`config.mk`:
```
export PLATFORM = sky130hd
export DESIGN_NAME = number_spawn_ctrl
export DESIGN_NICKNAME = d
export VERILOG_FILES = /design/src/rtl/number_spawn_ctrl.sv
export SDC_FILE = /design/constraint.sdc
export NUM_CORES = 1
export LEC_CHECK = 0
export CORE_MARGIN = 4
export CORE_UTILIZATION = 40
export DETAILED_ROUTE_END_ITERATION = 10
export GPL_TIMING_DRIVEN = 0
export HOLD_SLACK_MARGIN = 0.15
export PLACE_DENSITY = 0.76
export SLEW_MARGIN = 20
export SYNTH_ARGS = -nofsm -noshare
export SYNTH_HDL_FRONTEND = slang
export SYNTH_SLANG_ARGS = --single-unit
export TNS_END_PERCENT = 20
```
`constraint.sdc`:
```
create_clock -name clk -period 1.75 [get_ports clk]
set_input_delay 0.525 -clock clk [delete_from_list [all_inputs] [get_ports clk]]
set_output_delay 0.525 -clock clk [all_outputs]
set_load 0.01 [all_outputs]
```
`src/rtl/number_spawn_ctrl.sv`:
```
// number_spawn_ctrl
//   Spawn controller for a single number mover. Picks lane, direction, speed
//   and digit from a free-running LFSR. Holds the mover in reset between
//   spawns. Retires the number when it leaves the screen or is hit.
//
// Ports
//   clk, resetN      clock, asynchronous active-low reset
//   i_startOfFrame   one-cycle pulse per frame (paces the cooldown)
//   i_enable         allows new spawns (never aborts a live number)
//   i_hit            collision level, only honoured while ACTIVE
//   i_topLeftX       current mover X (pixels, signed)
//   o_moverResetN    active-low mover reset; high only in ARM/ACTIVE
//   o_xSpeed         signed speed, 1/64 pixel per frame
//   o_initialX/Y     mover start position (pixels)
//   o_numberValue    digit 0..9 carried by the number
//   o_active         draw enable, high only in ACTIVE
//   o_hitPulse       one-cycle pulse on a hit
//   o_hitValue       digit captured on the last hit
module number_spawn_ctrl #(
    parameter int          COOLDOWN_FRAMES = 60,
    parameter int          LEFT_LIMIT      = -32,
    parameter int          RIGHT_LIMIT     = 640,
    parameter int          SPEED_BASE      = 30,
    parameter int          LANE_Y_BASE     = 80,
    parameter int          LANE_PITCH      = 96,
    parameter logic [15:0] LFSR_SEED       = 16'hACE1
) (
    input  logic               clk,
    input  logic               resetN,
    input  logic               i_startOfFrame,
    input  logic               i_enable,
    input  logic               i_hit,
    input  logic signed [10:0] i_topLeftX,
    output logic               o_moverResetN,
    output logic signed [31:0] o_xSpeed,
    output logic signed [31:0] o_initialX,
    output logic signed [31:0] o_initialY,
    output logic        [3:0]  o_numberValue,
    output logic               o_active,
    output logic               o_hitPulse,
    output logic        [3:0]  o_hitValue
);

    typedef enum logic [2:0] {
        S_IDLE,
        S_COOLDOWN,
        S_LOAD,
        S_ARM,
        S_ACTIVE
    } state_t;

    state_t      r_state;
    state_t      w_next;
    logic [7:0]  r_cnt;
    logic [15:0] r_lfsr;
    logic        r_dir;

    logic        w_cnt_load;
    logic        w_cnt_dec;
    logic        w_spawn;
    logic        w_hit;
    logic        w_exit;

    logic signed [31:0] w_x;
    logic signed [31:0] w_mag;
    logic signed [31:0] w_laneY;
    logic        [3:0]  w_nib;
    logic        [3:0]  w_digit;

    // 16-bit Fibonacci LFSR, taps 16,14,13,11; runs every cycle so the
    // sampled value depends on how long the cooldown actually took.
    always_ff @(posedge clk or negedge resetN) begin
        if (!resetN) r_lfsr <= LFSR_SEED;
        else         r_lfsr <= {r_lfsr[14:0], r_lfsr[15] ^ r_lfsr[13] ^ r_lfsr[12] ^ r_lfsr[10]};
    end

    // Spawn parameters decoded from the current LFSR value
    assign w_laneY = 32'(LANE_Y_BASE) + 32'(r_lfsr[1:0]) * 32'(LANE_PITCH);
    assign w_mag   = 32'(SPEED_BASE) + 32'(r_lfsr[8:4]);
    assign w_nib   = r_lfsr[12:9];
    assign w_digit = (w_nib >= 4'd10) ? (w_nib - 4'd10) : w_nib;

    // Exit test on the sign-extended mover position
    assign w_x    = {{21{i_topLeftX[10]}}, i_topLeftX};
    assign w_exit = r_dir ? (w_x <= 32'(LEFT_LIMIT)) : (w_x >= 32'(RIGHT_LIMIT));

    always_ff @(posedge clk or negedge resetN) begin
        if (!resetN) r_state <= S_IDLE;
        else         r_state <= w_next;
    end

    always_comb begin
        w_next     = r_state;
        w_cnt_load = 1'b0;
        w_cnt_dec  = 1'b0;
        w_spawn    = 1'b0;
        w_hit      = 1'b0;
        case (r_state)
            S_IDLE: begin
                if (i_enable) begin
                    w_cnt_load = 1'b1;
                    w_next     = S_COOLDOWN;
                end
            end
            S_COOLDOWN: begin
                // enable=0 freezes both the count and the spawn
                if (i_enable) begin
                    if (r_cnt == 8'd0) begin
                        w_spawn = 1'b1;
                        w_next  = S_LOAD;
                    end else if (i_startOfFrame) begin
                        w_cnt_dec = 1'b1;
                    end
                end
            end
            S_LOAD: w_next = S_ARM;
            S_ARM:  w_next = S_ACTIVE;
            S_ACTIVE: begin
                // hit has priority over leaving the screen
                if (i_hit) begin
                    w_hit      = 1'b1;
                    w_cnt_load = 1'b1;
                    w_next     = S_COOLDOWN;
                end else if (w_exit) begin
                    w_cnt_load = 1'b1;
                    w_next     = S_COOLDOWN;
                end
            end
            default: w_next = S_IDLE;
        endcase
    end

    always_ff @(posedge clk or negedge resetN) begin
        if (!resetN)         r_cnt <= 8'd0;
        else if (w_cnt_load) r_cnt <= 8'(COOLDOWN_FRAMES);
        else if (w_cnt_dec)  r_cnt <= r_cnt - 8'd1;
    end

    // Outputs are registered from the next state so they line up exactly
    // with the state the FSM is in.
    always_ff @(posedge clk or negedge resetN) begin
        if (!resetN) begin
            o_moverResetN <= 1'b0;
            o_active      <= 1'b0;
            o_hitPulse    <= 1'b0;
            o_hitValue    <= 4'd0;
            o_numberValue <= 4'd0;
            o_xSpeed      <= 32'(SPEED_BASE);
            o_initialX    <= 32'(LEFT_LIMIT);
            o_initialY    <= 32'(LANE_Y_BASE);
            r_dir         <= 1'b0;
        end else begin
            o_moverResetN <= (w_next == S_ARM) || (w_next == S_ACTIVE);
            o_active      <= (w_next == S_ACTIVE);
            o_hitPulse    <= w_hit;
            if (w_hit) o_hitValue <= o_numberValue;
            if (w_spawn) begin
                r_dir         <= r_lfsr[2];
                o_initialY    <= w_laneY;
                o_numberValue <= w_digit;
                if (r_lfsr[2]) begin
                    o_xSpeed   <= -w_mag;
                    o_initialX <= 32'(RIGHT_LIMIT);
                end else begin
                    o_xSpeed   <= w_mag;
                    o_initialX <= 32'(LEFT_LIMIT);
                end
            end
        end
    end

endmodule
```
==> Word-level counts from Yosys, hierarchy flattened <==
Cells that the tools add are included.
{ "word_totals": {"reg_bits": 135, "latchBits": 0, "mem_bits_rw": 0, "mem_bits_ro": 0, "inputBits": 16, "output_inout_bits": 107, "n_memories": 0} }
{ "classes": {"n_addsub": 5, "multipliers": 1, "n_div": 0, "n_lt_le_gt_ge": 3, "n_eq_ne": 6, "n_shift": 0, "n_mux": 25, "n_bitwise": 3, "reduce_logical": 4} }
{ "op_table": {"columns": ["op", "n"], "rows": [
  ["32-bit 2-to-1 mux", 2],
  ["6-bit negator with 32-bit output", 1],
  ["8-bit 2-to-1 mux", 2],
  ["3-bit 2-to-1 mux", 5],
  ["3-bit case mux with 5 select lines", 1],
  ["1-bit 2-to-1 mux", 13],
  ["11-bit >= comparator, second input constant", 1],
  ["11-bit by 6-bit less-or-equal comparator with 1-bit output, second input constant", 1],
  ["7-bit by 9-bit adder with 10-bit output, first input constant", 1],
  ["3-bit by 2-bit equality test with 1-bit output, second input constant", 3],
  ["8-bit zero test", 1],
  ["8-bit by 1-bit subtractor with 8-bit output, second input constant", 1],
  ["5-bit by 5-bit adder with 6-bit output, first input constant", 1],
  ["3-bit equality test, second input constant", 2],
  ["4-bit >= comparator, second input constant", 1],
  ["2-bit by 2-bit multiplier with 4-bit output, second input constant", 1],
  ["4-bit 2-to-1 mux", 1],
  ["4-bit subtractor, second input constant", 1],
  ["3-bit by 1-bit equality test with 1-bit output, second input constant", 1],
  ["3-bit zero test", 1],
  ["1-bit bitwise XOR", 3],
  ["1-bit case mux with 2 select lines", 1],
  ["2-bit nonzero test", 1],
  ["1-bit logical OR", 1]
]} }

==> Depth between registers and ports, before layout <==
{ "logic_depth": {"word_depth": 7, "mapped_depth": 8, "ltp_nobuf": 8} }

==> Worst setup path after synthesis <==
No wires, ideal clock.
{ "synth_timing": {"path_type": "register to register", "from": "reg r_cnt[0]", "to": "reg r_cnt[1]", "arrival_time_ps": 1787, "slack_ps": -114, "path_stages_with_launch": 7, "cell_sequence": "dfrtp_1 > inv_1 > ha_1 > or3b_2 > o211ai_4 > mux2_1 > a21oi_1"} }
{ "synth_between": {"elab_chain_cells": 5, "word_cells_on_any_way": 8} }
{ "synth_lines": {"columns": ["element", "line_no", "text"], "rows": [
  ["start: declaration", "54", "logic [7:0] r_cnt;"],
  ["start signal: assignment", "135", "else if (w_cnt_load) r_cnt <= 8'(COOLDOWN_FRAMES);"],
  ["start signal: assignment", "136", "else if (w_cnt_dec) r_cnt <= r_cnt - 8'd1;"],
  ["branches (longest 5 deep; another with 8-bit by 1-bit subtractor with 8-bit output)", null, null]
]} }
Several ways; the timed one is not identified. The select of a mux whose other input is x is not followed.
A chain may end at the register's enable or synchronous reset.

==> Final worst setup path <==
{ "layout_timing": {"from": "reg r_cnt[6]", "to": "reg r_cnt[1]"} }
{ "layout_between": {"elab_chain_cells": 5} }
{ "layout_lines": {"columns": ["element", "line_no", "text"], "rows": [
  ["8-bit zero test", "108", "if (r_cnt == 8'd0) begin"],
  ["1-bit 2-to-1 mux", "108", null],
  ["1-bit 2-to-1 mux", "107", "if (i_enable) begin"],
  ["1-bit 2-to-1 mux", "98", "case (r_state)"],
  ["2-bit nonzero test (no line)", null, null]
]} }
Every way passes these cells.

==> results by stage <==
Status:
- The flow ran to the end, but the final reports show violations.
- The checks that failed: negative setup slack.

Drt:
- After detailed routing, the average wire length per cell comes to 12.8 µm.
- After detailed routing, the number of remaining DRC violations is 0.
- After detailed routing, the total wire length is 6590 µm.
- Using the TritonRoute via totals, the vias-per-cell ratio works out to 4.35.
- After the first detailed-routing iteration, the DRC count stood at 82.
- The first detailed-routing pass took 4 iterations.
- The overall via count from detail_route is 2235.
- The number of nets with antenna violations after routing is 0.

Synth:
- Averaged over all synthesized cells, the footprint is 10.9 µm².
- The synthesized-area fraction occupied by ao, oa, aoi and oai cells is 12.1%.
- After Yosys synthesis, XOR and XNOR cells account for 3.43% of the synthesized area.
- In this run the biggest area consumer among cell types represents 34.3% of the synthesized area.
- The cell area that synthesis handed to floorplanning was 0.00306 mm².
- The synthesis-stage register bit count is 56.
- The fraction of the mapped netlist area in adder cells is 4.08%.
- The proportion of synthesized area in mux cells is 4.04%.
- Summing the sequential cell areas from Yosys gives 46.3% of the chip area.
- By area, the combinational part of the netlist is dominated by buffers and inverters.
- The biggest area consumer among synthesized cells is sky130_fd_sc_hd__dfrtp_1.
- By area the synthesized netlist is led by sky130_fd_sc_hd__dfrtp_1 34%, sky130_fd_sc_hd__buf_4 19%, sky130_fd_sc_hd__dfstp_2 12%.
- For this run, the leading register cell type out of synthesis is sky130_fd_sc_hd__dfrtp_1.
- The synthesized netlist contains 49 unique library cells.
- The synthesized netlist devotes 7.88% of its cell area to simple gates.
- Counting flops with a built-in enable in the synthesized netlist gives 0.
- The share of async-settable or async-resettable flops after synthesis is 100%.
- The count of mapped cells out of synthesis is 280.
- Yosys printed 0 warnings.

Placement:
- Input and output buffers added on the ports amount to 88.
- The post-placement setup slack is -0.684 ns.
- Once detailed placement completed, the half-perimeter wirelength came to 4880 µm.
- After detailed placement, the total cell area comes to 0.00421 mm².
- The final RePlAce weighted congestion is 0.783.

Worst setup path:
- The worst setup path is captured at a flip-flop.
- The slowest stage of the critical path belongs to the cell sky130_fd_sc_hd__or4_4.
- The beginning of the worst register-to-register path is r_cnt[6]$_DFFE_PN0P_.
- The critical path's largest stage delay is 0.61 ns.
- The terminus of the critical flop-to-flop path is r_cnt[1]$_DFFE_PN0P_.
- Traced cell by cell, the critical path runs through or4_4 -> o211ai_4 -> mux2_4 -> a21oi_2.
- The type of the worst setup path is flip-flop to flip-flop.
- The setup check on the worst reg-to-reg path leaves a slack of -0.08 ns.
- STA classifies the critical path startpoint as a flip-flop.
- Measured in cells, the most critical reg-to-reg path has a length of 4.
- For the worst setup path, the data arrival time is 2.07 ns.
- The largest driver fanout on the critical path is 6.
- The endpoint required time on the critical path is 1.99 ns.
- In this run the worst setup path begins at r_cnt[6]$_DFFE_PN0P_.

Timing:
- The final-report setup violation count is 28.
- At the pin with the least slew margin, the transition time is 0.686 ns.
- Measured against its own limit, the worst slew margin works out to 54.3%.
- The final critical path takes up 105% of the cycle.
- The final count of pins violating max slew was 0.
- In the post-route analysis, the smallest setup slack over all paths is -0.0823 ns.
- Based on the critical path, the design can be clocked at up to 546 MHz.
- Setup repair after global routing could not meet its margin everywhere.
- The minimum clock period after layout is 1.83 ns.
- The clock skew after layout is 0.0162 ns.
- The final hold violation count is 0.

Clock network:
- The clock input transition at the sequential cells of the worst setup and hold paths is 0.11 ns.
- The number of buffers inserted for hold repair after clock tree synthesis is 0.
- For the worst-skew pair, the clock arrives at the later sink with an insertion delay of 0.31 ns.
- The clock sink total is 56.
- The clock root buffer is sky130_fd_sc_hd__clkbuf_8.
- The CTS H-tree depth is 2.
- The number of CTS-inserted buffers is 5.
- The CTS tree is built.
- The worst-case clock buffer depth is 2.

Power and ir drop:
- Net switching is 31.8% of the power.
- Sequential cells burn 38.2% of the power.
- IR analysis of the VDD net gives a maximum drop of 439 µV.
- For this design the ratio of total power to cell area is 972 mW/mm².
- The net switching power of the design is 1.38 mW.
- The clock share of power is 16.7%.
- The design internal power is 2.96 mW.
- The static leakage is 2.38 nW.
- In this run, the combinational gates consume 45.2% of the power.

Min path:
- The class of the tightest hold or removal check is input pin to async pin.

Final layout:
- The library cell used most frequently in the layout, excluding fill and tap cells, is sky130_fd_sc_hd__buf_4.
- Cells with a size suffix above 1 make up 47.5% of the layout.
- Compared with the post-synthesis result, the final layout area differs by 46.0%.
- Once layout is done, the placed cells without fillers occupy 0.00447 mm².
- The number of diodes added for antenna fixing is 0.
- The library cells used most frequently in the layout, excluding fill and tap cells, are 97 x sky130_fd_sc_hd__buf_4, 36 x sky130_fd_sc_hd__dfrtp_1, 35 x sky130_fd_sc_hd__buf_6, 34 x sky130_fd_sc_hd__conb_1, 24 x sky130_fd_sc_hd__dlygate4sd2_1.
- After the last flow step, the layout net total stands at 440.

GRT:
- The total global routing track utilization is 13.8%.
- The initial antenna violation count is 0.
- The first global-routing pass estimated 9870 µm of wire.
- The number of global-route vias before repair came to 2047.
- The overall overflow remaining after global route is 0.
- The largest net degree at the start of global routing is 57.

Floorplanning:
- The floorplan has 31 rows.
- The floorplan step set the die width to 95.5 µm.
- The top-level I/O count is 123.
- The floorplan step defined a die boundary enclosing 0.00912 mm².
- The die height is 95.5 µm.
- In this run the standard cell core region covers 0.00733 mm².
- The starting density of the core is 41.8%.

Flow run:
- The count of maximum capacitance violations is 0.
kinds of logic after synthesis:
family,Yosys count
multiplexers,11
adder cells (fa/ha/maj),10
XOR/XNOR,12
flip-flops,56
other,2
buffers and inverters,97
AND/OR/NAND/NOR,40
AO/OA/AOI/OAI,52
power groups by stage:
stage / sequential, mW / combinational (mW) / clock, mW
global route: 1.68 / 2.10 / 0.829
detailed placement: 1.69 / 1.61 / 0
global placement: 1.68 / 1.57 / 0
finish: 1.66 / 1.96 / 0.725
CTS: 1.64 / 1.77 / 0.762
floorplan: 1.68 / 0.863 / 0
worst max path at each step:
| stage | to | cells past startpoint |
|---|---|---|
| floorplan | o_active$_DFF_PN0_ | 4 |
| finish | r_cnt[1]$_DFFE_PN0P_ | 4 |
| global route | o_initialX[19] | 3 |
| detailed placement | o_initialY[7]$_DFFE_PN0P_ | 5 |
| global placement | o_xSpeed[5]$_DFFE_PN0P_ | 1 |
| CTS | o_initialX[28] | 3 |
Yosys cell counts (2+ instances only):
master	instances
sky130_fd_sc_hd__inv_1	13
sky130_fd_sc_hd__mux2_2	7
sky130_fd_sc_hd__xnor2_1	7
sky130_fd_sc_hd__or4_1	3
sky130_fd_sc_hd__o211ai_1	2
sky130_fd_sc_hd__xor2_1	5
sky130_fd_sc_hd__nand2_1	11
sky130_fd_sc_hd__mux2_1	4
sky130_fd_sc_hd__nor2b_1	2
sky130_fd_sc_hd__nor3_1	2
sky130_fd_sc_hd__nor3b_1	3
sky130_fd_sc_hd__nor2_1	7
sky130_fd_sc_hd__o2111ai_1	2
sky130_fd_sc_hd__clkbuf_1	3
sky130_fd_sc_hd__a21o_1	7
sky130_fd_sc_hd__o31ai_1	3
sky130_fd_sc_hd__conb_1	2
sky130_fd_sc_hd__a22o_1	2
sky130_fd_sc_hd__o21ai_1	3
sky130_fd_sc_hd__dfrtp_1	42
sky130_fd_sc_hd__dfstp_2	14
sky130_fd_sc_hd__and4_1	2
sky130_fd_sc_hd__ha_1	10
sky130_fd_sc_hd__o21ai_0	14
sky130_fd_sc_hd__buf_4	79
sky130_fd_sc_hd__a22oi_1	2
sky130_fd_sc_hd__a21oi_1	7
layout make-up:
type,instances,area [µm²]
inverter,13,48.8
timing repair buffer,96,911
clock buffer,5,68.8
tap,99,124
buffer,83,648
multi-input combinational,159,1220
fill,627,2860
clock inverter,3,26.3
sequential,56,1430
per-stage QoR:
step / power (mW) / setup TNS (ns) / instances / hold slack, ns / util, %
finish: 4.35 / -1.88 / 514 / 0.243 / 61.0
global route: 4.61 / -3.77 / 514 / 0.286 / 61.0
CTS: 4.17 / -2.27 / 511 / 0.273 / 59.4
detailed placement: 3.30 / -25.16 / 499 / 0.343 / 57.4
global placement: 3.25 / -98.46 / 499 / 0.336 / 57.4
floorplan: 2.54 / -0.152 / 312 / 0.229 / -
sequential cells by signal, indices dropped and copies added (netlist names):
signal / cells
o_hitValue: 4
o_hitPulse: 1
r_dir: 1
r_cnt: 8
o_initialX: 1
r_lfsr: 16
o_active: 1
r_state: 3
o_numberValue: 4
o_xSpeed: 11
o_moverResetN: 1
o_initialY: 5
per-layer routing:
layer,vias up,GRT usage [%],wire length (µm)
li1,1112,-,-
met1,1050,17.6,2700
met2,71,23.7,3380
met3,2,3.00,443
met4,0,3.91,55
met5,-,0,0
critical path: cells and delay by family (launching register included):
kind	cells	cell delay, ns
mux	1	0.33
compound gates	2	0.38
flops	1	0.45
simple gates	1	0.61
repair_timing:
item	4_1_cts	5_1_grt
resized for setup	188	37
setup buffers	4	2
cloned	0	2
endpoints found under the setup margin	102	57
pin swaps	11	8
(Power assumes the default switching activity.)
